<file path="src/rtl/smvm_pkg.sv">
// Shared defaults and FSM state encoding for the SMVM issue scheduler.
package smvm_pkg;
  localparam int K_DEF     = 4;
  localparam int VAL_W_DEF = 8;
  localparam int COL_W_DEF = 9;
  localparam int CNT_W_DEF = 16;
  localparam int ROW_W     = 9;

  typedef enum logic [2:0] {
    S_IDLE,
    S_FILL,
    S_ISSUE,
    S_DRAIN,
    S_DONE
  } state_t;
endpackage

</file>
<file path="src/rtl/smvm_group_packer.sv">
// Lane buffer for one issue group: writes land in lane order, unwritten lanes stay zero.
// Outputs are the registered buffer itself, so they hold steady while no write or clear occurs.
module smvm_group_packer
  import smvm_pkg::*;
#(
  parameter int K     = K_DEF,
  parameter int VAL_W = VAL_W_DEF,
  parameter int COL_W = COL_W_DEF,
  parameter int LW    = $clog2(K + 1)
) (
  input  logic             clk,
  input  logic             rst_n,
  input  logic             clr,
  input  logic             wr_en,
  input  logic [VAL_W-1:0] wr_val,
  input  logic [COL_W-1:0] wr_col,
  input  logic             wr_ipv,
  output logic [LW-1:0]    lane_cnt,
  output logic [K*VAL_W-1:0] grp_val,
  output logic [K*COL_W-1:0] grp_col,
  output logic [K-1:0]       grp_ipv
);
  logic [VAL_W-1:0] lane_val [K];
  logic [COL_W-1:0] lane_col [K];
  logic             lane_ipv [K];

  // Clearing on every group handshake is what provides zero padding for partial groups.
  always_ff @(posedge clk or negedge rst_n) begin
    if (!rst_n) begin
      lane_cnt <= '0;
      for (int i = 0; i < K; i++) begin
        lane_val[i] <= '0;
        lane_col[i] <= '0;
        lane_ipv[i] <= 1'b0;
      end
    end else if (clr) begin
      lane_cnt <= '0;
      for (int i = 0; i < K; i++) begin
        lane_val[i] <= '0;
        lane_col[i] <= '0;
        lane_ipv[i] <= 1'b0;
      end
    end else if (wr_en) begin
      lane_cnt <= lane_cnt + LW'(1);
      for (int i = 0; i < K; i++) begin
        if (lane_cnt == LW'(i)) begin
          lane_val[i] <= wr_val;
          lane_col[i] <= wr_col;
          lane_ipv[i] <= wr_ipv;
        end
      end
    end
  end

  // Lane 0 occupies the most significant slice.
  always_comb begin
    grp_val = '0;
    grp_col = '0;
    grp_ipv = '0;
    for (int i = 0; i < K; i++) begin
      grp_val[(K-1-i)*VAL_W +: VAL_W] = lane_val[i];
      grp_col[(K-1-i)*COL_W +: COL_W] = lane_col[i];
      grp_ipv[K-1-i]                  = lane_ipv[i];
    end
  end
endmodule

</file>
<file path="src/rtl/smvm_issue_sched.sv">
// Packs the nonzero stream into K-lane groups and issues them under gap/credit limits; group valid is registered.
// Optional stall counter behind SMVM_SCHED_PERF_EN; entries are refused while a group waits to issue.
module smvm_issue_sched
  import smvm_pkg::*;
#(
  parameter int K            = K_DEF,
  parameter int VAL_W        = VAL_W_DEF,
  parameter int COL_W        = COL_W_DEF,
  parameter int ISSUE_GAP    = 4,
  parameter int MAX_INFLIGHT = 2,
  parameter int CNT_W        = CNT_W_DEF
) (
  input  logic               clk,
  input  logic               rst_n,
  input  logic               start,
  input  logic [CNT_W-1:0]   num_nnz,
  input  logic [ROW_W-1:0]   num_rows,
  input  logic               nz_valid,
  output logic               nz_ready,
  input  logic [VAL_W-1:0]   nz_val,
  input  logic [COL_W-1:0]   nz_col,
  input  logic               nz_ipv,
  output logic               grp_valid,
  input  logic               grp_ready,
  output logic [K*VAL_W-1:0] grp_val,
  output logic [K*COL_W-1:0] grp_col,
  output logic [K-1:0]       grp_ipv,
  output logic               grp_last,
  input  logic               ret_valid,
  output logic               busy,
  output logic               done,
  output logic [ROW_W-1:0]   rows_done,
  output logic               err,
  output logic [31:0]        perf_stall
);
  localparam int LW = $clog2(K + 1);
  localparam int GW = $clog2(ISSUE_GAP + 1);
  localparam int IW = $clog2(MAX_INFLIGHT + 1);

  state_t             state, state_nxt;
  logic [CNT_W-1:0]   num_nnz_q, nnz_cnt;
  logic [ROW_W-1:0]   num_rows_q;
  logic [LW-1:0]      lane_cnt;
  logic [GW-1:0]      gap_cnt;
  logic [IW-1:0]      inflight;
  logic               last_ipv;

  logic start_acc, nz_hs, grp_hs, last_nz, fill_done, issue_ok, ret_err, done_err;

  assign start_acc = (state == S_IDLE) && start;
  assign nz_hs     = nz_valid && nz_ready;
  assign grp_hs    = grp_valid && grp_ready;
  assign last_nz   = (nnz_cnt == num_nnz_q - CNT_W'(1));
  assign fill_done = nz_hs && ((lane_cnt == LW'(K - 1)) || last_nz);
  assign issue_ok  = (gap_cnt == '0) && ((inflight < IW'(MAX_INFLIGHT)) || ret_valid);
  assign ret_err   = ret_valid && (inflight == '0);
  assign done_err  = (state == S_DONE) &&
                     ((rows_done != num_rows_q) || ((num_nnz_q != '0) && !last_ipv));

  smvm_group_packer #(.K(K), .VAL_W(VAL_W), .COL_W(COL_W), .LW(LW)) u_packer (
    .clk      (clk),
    .rst_n    (rst_n),
    .clr      (start_acc || grp_hs),
    .wr_en    (nz_hs),
    .wr_val   (nz_val),
    .wr_col   (nz_col),
    .wr_ipv   (nz_ipv),
    .lane_cnt (lane_cnt),
    .grp_val  (grp_val),
    .grp_col  (grp_col),
    .grp_ipv  (grp_ipv)
  );

  always_ff @(posedge clk or negedge rst_n) begin
    if (!rst_n) state <= S_IDLE;
    else        state <= state_nxt;
  end

  always_comb begin
    state_nxt = state;
    nz_ready  = 1'b0;
    done      = 1'b0;
    busy      = (state != S_IDLE);
    case (state)
      S_IDLE:  if (start) state_nxt = (num_nnz == '0) ? S_DONE : S_FILL;
      S_FILL: begin
        nz_ready = 1'b1;
        if (fill_done) state_nxt = S_ISSUE;
      end
      S_ISSUE: if (grp_hs) state_nxt = grp_last ? S_DRAIN : S_FILL;
      S_DRAIN: if (inflight == '0) state_nxt = S_DONE;
      S_DONE: begin
        done      = 1'b1;
        state_nxt = S_IDLE;
      end
      default: state_nxt = S_IDLE;
    endcase
  end

  always_ff @(posedge clk or negedge rst_n) begin
    if (!rst_n) begin
      num_nnz_q  <= '0;
      num_rows_q <= '0;
      nnz_cnt    <= '0;
      last_ipv   <= 1'b0;
      rows_done  <= '0;
      grp_valid  <= 1'b0;
      grp_last   <= 1'b0;
      gap_cnt    <= '0;
      inflight   <= '0;
      err        <= 1'b0;
    end else begin
      if (start_acc) begin
        num_nnz_q  <= num_nnz;
        num_rows_q <= num_rows;
        nnz_cnt    <= '0;
        last_ipv   <= 1'b0;
      end else if (nz_hs) begin
        nnz_cnt  <= nnz_cnt + CNT_W'(1);
        last_ipv <= nz_ipv;
      end

      if (start_acc)   rows_done <= '0;
      else if (grp_hs) rows_done <= rows_done + ROW_W'($countones(grp_ipv));

      // Valid rises only from FILL completion or while waiting in ISSUE, then holds until accepted.
      if (grp_hs)
        grp_valid <= 1'b0;
      else if ((fill_done || (state == S_ISSUE && !grp_valid)) && issue_ok)
        grp_valid <= 1'b1;

      if (fill_done)   grp_last <= last_nz;
      else if (grp_hs) grp_last <= 1'b0;

      if (grp_hs)              gap_cnt <= GW'(ISSUE_GAP - 1);
      else if (gap_cnt != '0)  gap_cnt <= gap_cnt - GW'(1);

      if (grp_hs && !ret_valid)                    inflight <= inflight + IW'(1);
      else if (!grp_hs && ret_valid && inflight != '0) inflight <= inflight - IW'(1);

      err <= (start_acc ? 1'b0 : err) | ret_err | done_err;
    end
  end

`ifdef SMVM_SCHED_PERF_EN
  logic [31:0] stall_q;
  always_ff @(posedge clk or negedge rst_n) begin
    if (!rst_n)
      stall_q <= '0;
    else if (start_acc)
      stall_q <= '0;
    else if (state == S_ISSUE && !grp_hs && stall_q != '1)
      stall_q <= stall_q + 32'd1;
  end
  assign perf_stall = stall_q;
`else
  assign perf_stall = '0;
`endif
endmodule

</file>
<file path="config.mk">
export PLATFORM = sky130hd
export DESIGN_NAME = smvm_issue_sched
export DESIGN_NICKNAME = d
export VERILOG_FILES = /design/src/rtl/smvm_pkg.sv /design/src/rtl/smvm_group_packer.sv /design/src/rtl/smvm_issue_sched.sv
export SDC_FILE = /design/constraint.sdc
export NUM_CORES = 1
export LEC_CHECK = 0
export CORE_ASPECT_RATIO = 0.8
export CORE_UTILIZATION = 27
export CTS_CLUSTER_DIAMETER = 40
export DETAILED_ROUTE_END_ITERATION = 10
export GPL_TIMING_DRIVEN = 0
export HOLD_SLACK_MARGIN = 0.03
export PLACE_DENSITY = 0.47
export SYNTH_ARGS = -nofsm -noshare
export SYNTH_HDL_FRONTEND = slang
export SYNTH_SLANG_ARGS = --single-unit
</file>
<file path="constraint.sdc">
create_clock -name clk -period 3.63 [get_ports clk]
set_clock_uncertainty 0.1 [all_clocks]
set_input_delay 0.5445 -clock clk [delete_from_list [all_inputs] [get_ports clk]]
set_output_delay 0.5445 -clock clk [all_outputs]
set_load 0.03 [all_outputs]
</file>
Yosys cells after proc, flatten, opt, wreduce, memory -nomap -nowiden
Cells that the tools add are included.
- bits in registers: 137
- input bits: 49
- output and inout port bits: 119
- word-level logic and storage cells: 141
- $add $sub $neg: 10
- magnitude comparators: 1
- eq/ne operators: 13
- multiplexer cells: 44
- bitwise gates (word level): 2
- reductions and logical operators: 47
- operators with widths (cell ; number):
    $mux 36 ; 2
    $mux 32 ; 2
    $mux 9 ; 6
    $mux 16 ; 2
    $mux 8 ; 4
    $mux 3 ; 9
    $reduce_bool 2->1 ; 12
    $add 16x1->16 const B ; 1
    $eq 16x16->1 ; 1
    $logic_not 16->1 ; 1
    $reduce_bool 16->1 ; 1
    $sub 16x1->16 const B ; 1
    $logic_and 1x1->1 ; 13
    $mux 1 ; 13
    $eq 3x2->1 const B ; 4
    $pmux 3 s4 ; 1
    $add 9x3->9 ; 1
    $logic_not 3->1 ; 3
    $ne 9x9->1 ; 1
    $mux 4 ; 2
    $ne 2x2->1 const B ; 4
    $reduce_and 2->1 ; 4
    $eq 3x1->1 const B ; 2
    $mux 2 ; 3
    other kinds (14) ; 24

Longest topological paths before layout
Gate-level depths: netlist of run 1.
- word-level depth: 8
- depth in mapped cells: 9
- mapped depth without buffers: 9

Cells and area by module
A second synthesis of run 1 with hierarchy kept.
- cell total of the unflattened synthesis: 740
- area, all modules: 7370.8 µm²
- modules (own cells, without submodules) (module ; times used ; cells an instance ; area each (µm²) ; seq. area each (µm²)):
    smvm_issue_sched ; 1 ; 443 ; 3860.0 ; 1551.5
    smvm_group_packer ; 1 ; 297 ; 3510.9 ; 1876.8

Least setup slack after synthesis of run 1
OpenSTA, ideal clock, no wires.
- path type: register -> register
- from: register num_nnz_q[0]
- to: register state[0]
- library setup time: 119 ps
- arrival: 2415 ps
- data required time: 3411 ps
- setup slack: 996 ps
- cell stages (with the launch flop): 9
- path buffers: 0
- clock period less this slack: 2634 ps
- cell sequence: dfrtp_1 inv_1 ha_1 or3b_2 nor4_1 xnor2_1 nand4b_1 or4_4 o21ba_2
- word-level cells in the longest chain between the ends: 6
- ends and longest elaborated chain (element ; RTL line ; source):
    start: declaration ; smvm_issue_sched.sv:41 ; logic [CNT_W-1:0] num_nnz_q, nnz_cnt;
    start signal: assignment ; smvm_issue_sched.sv:114 ; num_nnz_q <= num_nnz;
    $sub 16x1->16 ; smvm_issue_sched.sv:53 ; assign last_nz = (nnz_cnt == num_nnz_q - CNT_W'(1));
    $eq 16x16->1 ; smvm_issue_sched.sv:53 ;
    $logic_or 1x1->1 ; smvm_issue_sched.sv:54 ; assign fill_done = nz_hs && ((lane_cnt == LW'(K - 1)) || last_nz);
    $logic_and 1x1->1 ; smvm_issue_sched.sv:54 ;
    $ne 2x2->1 (no source line) ; -- ;
    $reduce_and 4->1 (no source line) ; -- ;
    end signal: assignment ; smvm_issue_sched.sv:76 ; else state <= state_nxt;
    end: declaration ; smvm_issue_sched.sv:40 ; state_t state, state_nxt;
No other way between the ends.
A chain may end at the register's enable or synchronous reset.

Worst setup path in the final report of run 1
- from: register state[0]
- to: output nz_ready
- word-level cells in the longest chain between the ends: 2
- ends and longest elaborated chain (element ; RTL line ; source):
    $eq 3x1->1 ; smvm_issue_sched.sv:84 ; case (state)
    $mux 1 ; smvm_issue_sched.sv:84 ;
    end: declaration ; smvm_issue_sched.sv:19 ; output logic nz_ready,
No other way between the ends.

==> results of run 1 <==
[cell families after synthesis]
family          Yosys count  synth area share, %
fa+ha+maj                13                 2.70
compound gates          133                 11.0
mux                       2                0.329
other cells               1               0.0547
xor+xnor                 45                 5.75
flops                   137                 50.0
buf+inv                  94                 7.08
simple gates            359                 23.0
[metrics by stage]
stage | TNS [ps] | utilization, %
2_1_floorplan | 0 | -
3_3_place_gp | -565190 | 35.4
3_5_place_dp | 0 | 35.5
4_1_cts | 0 | 37.9
5_1_grt | 0 | 37.9
6_report | 0 | 37.9
[path summary, 6_finish.rpt]
kind	from	to	slack, ps
max	state[0]	nz_ready	580
min in group clk	num_rows_q[0]	num_rows_q[0]	400
min reg2reg	num_rows_q[0]	num_rows_q[0]	400
max in group asynchronous	rst_n	num_rows_q[8]	2620
max reg2reg	state[2]	u_packer.grp_val[18]	590
min	rst_n	u_packer.grp_val[8]	10
[cell type report]
class                           count  area (sq um)  share of cell area [%]
Clock buffer                       17           425                    4.56
Buffer                             73           407                    4.36
Clock inverter                     15           161                    1.73
Timing Repair Buffer              136          1380                    14.8
Multi-Input combinational cell    584          3060                    32.7
Tap cell                          318           398                    4.26
Sequential cell                   137          3430                    36.7
Inverter                           21          78.8                   0.845
[synth_stat cells, types with 3 or more instances]
cell type / n / share of area, %
nand3_1: 10 / 0.73
o21ai_0: 15 / 1.1
o31ai_1: 3 / 0.33
and2_1: 4 / 0.37
ha_1: 10 / 1.8
nor4_1: 9 / 0.82
nor3_1: 9 / 0.66
xnor2_1: 22 / 2.8
xor2_1: 23 / 2.9
or3_1: 6 / 0.55
buf_4: 33 / 3.6
nor2_1: 41 / 2.2
fa_1: 3 / 0.88
dfrtp_1: 137 / 50
nand2_1: 241 / 13
a21oi_1: 90 / 6.6
inv_1: 21 / 1.2
nor3b_1: 3 / 0.33
clkbuf_1: 38 / 2.1
and4_1: 3 / 0.38
and3_1: 8 / 0.73
nand4_1: 9 / 0.82
[report_power, final]
group | switching [uW] | internal, uW | total, uW
Clock | 771 | 976 | 1750
Sequential | 399 | 2040 | 2440
Combinational | 2020 | 1300 | 3320
[critical path, delay by kind of cell, from the launching register on]
| kind | cells | cell delay [ps] |
|---|---|---|
| flops | 1 | 330 |
| buf+inv | 2 | 1100 |
| simple gates | 1 | 560 |
[registers in the layout, summed over array words and instances (netlist names)]
register	flops
last_ipv	1
inflight	2
u_packer.grp_val	32
state	3
u_packer.lane_cnt	3
nnz_cnt	16
grp_last	1
grp_valid	1
rows_done	9
num_nnz_q	16
gap_cnt	3
u_packer.grp_ipv	4
err	1
num_rows_q	9
u_packer.grp_col	36
[layer usage]
layer | share of wire (%) | wire [um]
met4 | 0.68 | 141
met3 | 5.0 | 1030
met5 | 0 | 0
met1 | 51 | 10600
met2 | 43 | 8870
==> flow_metrics.tcl, run 1 <==
set metrics [dict create \
    dieWidth_um 180 \
    nNetsFinal 1032 \
    residual_overflow_from_global_routing 0 \
    drcViolationCount 0 \
    power.ir.vdd_worst_mv 0.361 \
    cts_resized 0 \
    top_level_ports 168 \
    run_status "finished clean" \
    tritoncts.num_buffers 17 \
    finalCritPeriodShare_pct 84.0 \
    final.hold.worst_slack_ps 14.9 \
    place_congestion 0.769 \
    die_height_um 144 \
    insertion_delay_ps 420 \
    dpl_worst_slack_ps 105 \
    dpl.hpwl_mm 14.9 \
    cp_cell_sequence "clkbuf_1, nor3b_1, clkdlybuf4s50_1" \
    top_library_cells_by_usage_in_the_layout_fill_and_taps_aside "nand2_1 (241), dfrtp_1 (137), clkdlybuf4s50_1 (134)" \
    post_cts_buffers 0 \
    asyncSetResetFlopFracSynth_pct 100 \
    clkSlewWorstSetupHoldPaths_ps 70 \
    vias_in_the_first_global_route 5665 \
    route.detailed.wl_per_inst_um 15.9 \
    numPortBuffers 135 \
    coreArea_sq_um 24600 \
    htreeDepth 4 \
    groute.layer.met2.usage_pct 23.8 \
    cts_tree "done" \
    drtIter0Drc 378 \
    detailed_route_via_count 5845 \
    maxSlewHeadroom_pct 53.7 \
    drtAntennaViolNets 0 \
    synth_area_sq_um 6850 \
    prevailing_post_synth_register_cell "dfrtp_1" \
    grt_pass1_wl_mm 32.6 \
    wirelength_mm 20.7 \
    timing.final.hold_violations 0 \
    globalRouteMet3Util_pct 3.65 \
    synth.distinct_cells 58 \
    fp-row-count 51 \
    critical-path-max-stage-delay_ps 780 \
    cts-root-buf "clkbuf_16" \
    rsz0062_at_grt "false" \
    fin_area_sq_um 9330 \
    tightest_slew_ps 694 \
    antenna_found_initial 0 \
    layout.cells.most_common "nand2_1" \
    path_max_fanout 10 \
    cts_sinks 137 \
    max_slew_violations 0 \
    yosysWarnings 0 \
    final_layout_size_suffix_gt1_share_pct 8.24 \
    p_per_area_nw_per_um2 804 \
    power.static_leakage_uw 0.00412 \
    die_outline_area_sq_um 26000 \
    hold_buffers 0 \
    worst_setup_path_start_kind "flop" \
    totalPowerFinal_uw 7510 \
    first_pass_iteration_count_of_the_detailed_router 6 \
    cp.required_ps 2990 \
    synth.yosys.seq_area_share_pct 50.0 \
    final_cells 1301 \
    max-clock-path-buffers 2 \
    count_of_inserted_antenna_diode_cells 0 \
    postSynthRegisterBits 137 \
    initial_utilization_pct 27.8 \
    fillers 2538 \
    inst_count_dp 1269 \
    synth.avg_cell_area_sq_um 8.74 \
    finalSetupViolCount 0 \
    critical_path_arrival_ps 2410 \
    synth_enable_flop_cells 0 \
    rr_worst_depth 8 \
    setup.worst_path.class "flop to output port" \
    grt.met1_usage_pct 24.6 \
    cp_endpoint_kind "output port" \
    syn-instance-count 784 \
    fmax_mhz 328 \
    number_of_max_capacitance_violations_reported 0 \
    areaGrowthSynthToFinish_pct 36.2 \
    dpl-instance-area_sq_um 8750 \
    total_routing_usage_reported_by_global_routing_pct 16.5 \
    fin_crit_ps 3050 \
    layer_carrying_the_most_global_route_usage "met1" \
    setup_slack_ps 579 \
    drt-vias-per-instance 4.49 \
    critPathSlowestCell "clkdlybuf4s50_1" \
    grt_max_degree 76 \
    timing.hold.worst.class "input port to async pin" \
]
No activity file was read; power rests on OpenSTA's default activity.
==> inputs of run 2 (changes only) <==
==> constraint.sdc (replaced) <==
create_clock -name clk -period 3.2 [get_ports clk]
set_clock_uncertainty 0.1 [all_clocks]
set_input_delay 0.48 -clock clk [delete_from_list [all_inputs] [get_ports clk]]
set_output_delay 0.48 -clock clk [all_outputs]
set_load 0.03 [all_outputs]
==> run 2 against run 1 <==
Against the previous run: sequential share of layout area is essentially flat; combinational power is 14% higher; core utilization is essentially flat; sequential power is 13% higher; largest cell class unchanged; final area grew 0.12%; global-route usage stayed put; critical endpoint is now u_packer.grp_val[30]; die area unchanged; cell count about the same; register-to-register slack got worse by 400 ps; via count increased by 0.27%.
==> flow_metrics.tcl, run 2 (synthesized netlist as in run 1, its figures left out) <==
set metrics [dict create \
    nNetsFinal 1033 \
    detailed_route_via_count 5861 \
    cp_endpoint_kind "flop" \
    tritoncts.num_buffers 17 \
    grt_max_degree 76 \
    grt_pass1_wl_mm 32.6 \
    fin_crit_ps 3010 \
    die_outline_area_sq_um 26000 \
    final_layout_size_suffix_gt1_share_pct 8.33 \
    fillers 2538 \
    setup_total_negative_slack_ps 0 \
    coreArea_sq_um 24600 \
    post_cts_buffers 0 \
    finalCritPeriodShare_pct 94.2 \
    die_height_um 144 \
    cts-root-buf "clkbuf_16" \
    dpl_worst_slack_ps -260 \
    place_congestion 0.769 \
    insertion_delay_ps 420 \
    setup.worst_path.class "flop to flop" \
    drtIter0Drc 352 \
    drt-vias-per-instance 4.50 \
    timing.hold.worst.class "flop to flop" \
    top_level_ports 168 \
    tightest_slew_ps 687 \
    power.static_leakage_uw 0.00413 \
    cts_sinks 137 \
    drtAntennaViolNets 0 \
    p_per_area_nw_per_um2 912 \
    worst_setup_path_start_kind "flop" \
    finalSetupViolCount 0 \
    residual_overflow_from_global_routing 0 \
    numPortBuffers 135 \
    dpl.hpwl_mm 14.9 \
    htreeDepth 4 \
    power.ir.vdd_worst_mv 0.410 \
    first_pass_iteration_count_of_the_detailed_router 5 \
    run_status "finished clean" \
    max-clock-path-buffers 2 \
    vias_in_the_first_global_route 5665 \
    antenna_found_initial 0 \
    max_slew_violations 0 \
    areaGrowthSynthToFinish_pct 36.4 \
    timing.final.hold_violations 0 \
    largest_register_ffs 36 \
    clkSlewWorstSetupHoldPaths_ps 60 \
    total_routing_usage_reported_by_global_routing_pct 16.5 \
    setup_slack_ps 185 \
    final_cells 1302 \
    fp-row-count 51 \
    dieWidth_um 180 \
    count_of_inserted_antenna_diode_cells 0 \
    critical_path_arrival_ps 3250 \
    cp.required_ps 3430 \
    path_max_fanout 10 \
    number_of_max_capacitance_violations_reported 0 \
    maxSlewHeadroom_pct 54.2 \
    wirelength_mm 20.7 \
    inst_count_dp 1269 \
    cts_tree "done" \
    route.detailed.wl_per_inst_um 15.9 \
    initial_utilization_pct 27.8 \
    top_library_cells_by_usage_in_the_layout_fill_and_taps_aside "nand2_1 (241), dfrtp_1 (137), clkdlybuf4s50_1 (134)" \
    layout.cells.most_common "nand2_1" \
    drcViolationCount 0 \
    final.hold.worst_slack_ps 401 \
    rsz0062_at_grt "false" \
    fmax_mhz 332 \
]
==> run 2: changes by cell type in the layout (fill, tap and decap cells not counted) <==
cell / delta
clkbuf_1: -1
clkbuf_2: +1
dlygate4sd3_1: +1
==> run 2: final cells by class <==
cell class / instances / area, sq um / share of cell area (%)
Buffer: 73 / 408 / 4.36
Clock buffer: 17 / 425 / 4.55
Clock inverter: 15 / 161 / 1.73
Inverter: 21 / 78.8 / 0.843
Multi-Input combinational cell: 584 / 3060 / 32.7
Sequential cell: 137 / 3430 / 36.7
Tap cell: 318 / 398 / 4.26
Timing Repair Buffer: 137 / 1390 / 14.9
==> run 2: critical path, cell delays in order (launching register included) <==
cell and delay (ps):
dfrtp_1 360, clkbuf_1 190, and4bb_2 410, clkbuf_1 460, and3_1 230, clkbuf_1 370
clkbuf_1 540, nand2_1 110, a21oi_1 150
==> run 2: path summary, 6_finish.rpt <==
check                         startpoint                    to  slack, ps  cells past startpoint
hold / removal             num_rows_q[0]         num_rows_q[0]        400                      2
max in group asynchronous          rst_n         num_rows_q[8]       1680                      3
setup / recovery                state[1]  u_packer.grp_val[30]        190                      8
hold reg to reg            num_rows_q[0]         num_rows_q[0]        400                      2
setup reg to reg                state[1]  u_packer.grp_val[30]        190                      8
min in group asynchronous          rst_n   u_packer.grp_val[8]        520                      2
==> run 2: per-layer routing <==
| layer | vias to the layer above | wire [um] | track usage [%] |
|---|---|---|---|
| li1 | 2911 | - | - |
| met1 | 2793 | 10600 | 24.6 |
| met2 | 143 | 8880 | 23.8 |
| met3 | 14 | 1040 | 3.65 |
| met4 | 0 | 152 | 4.05 |
| met5 | - | 0 | 0 |
==> run 2: per-stage QoR <==
stage               area (sq um)  power, uW  util (%)
floorplan                   6970       5090         -
global placement            8720       6570      35.4
detailed placement          8750       6580      35.5
CTS                         9340       8610      37.9
global route                9350       9100      37.9
finish                      9350       8520      37.9
==> run 2: power breakdown <==
group | switching (uW) | leakage (uW) | total (uW) | internal, uW
combinational | 2300 | 0.00202 | 3780 | 1480
clock | 874 | 0.000289 | 1980 | 1110
sequential | 453 | 0.00182 | 2760 | 2310
total | 3620 | 0.00413 | 8520 | 4900
==> run 2: what timing repair did <==
item | CTS | global route
endpoints found under the setup margin | 0 | 10
gates resized for setup | 0 | 2
hold buffers | 1 | 0
endpoints found under the hold margin | 62 | 0
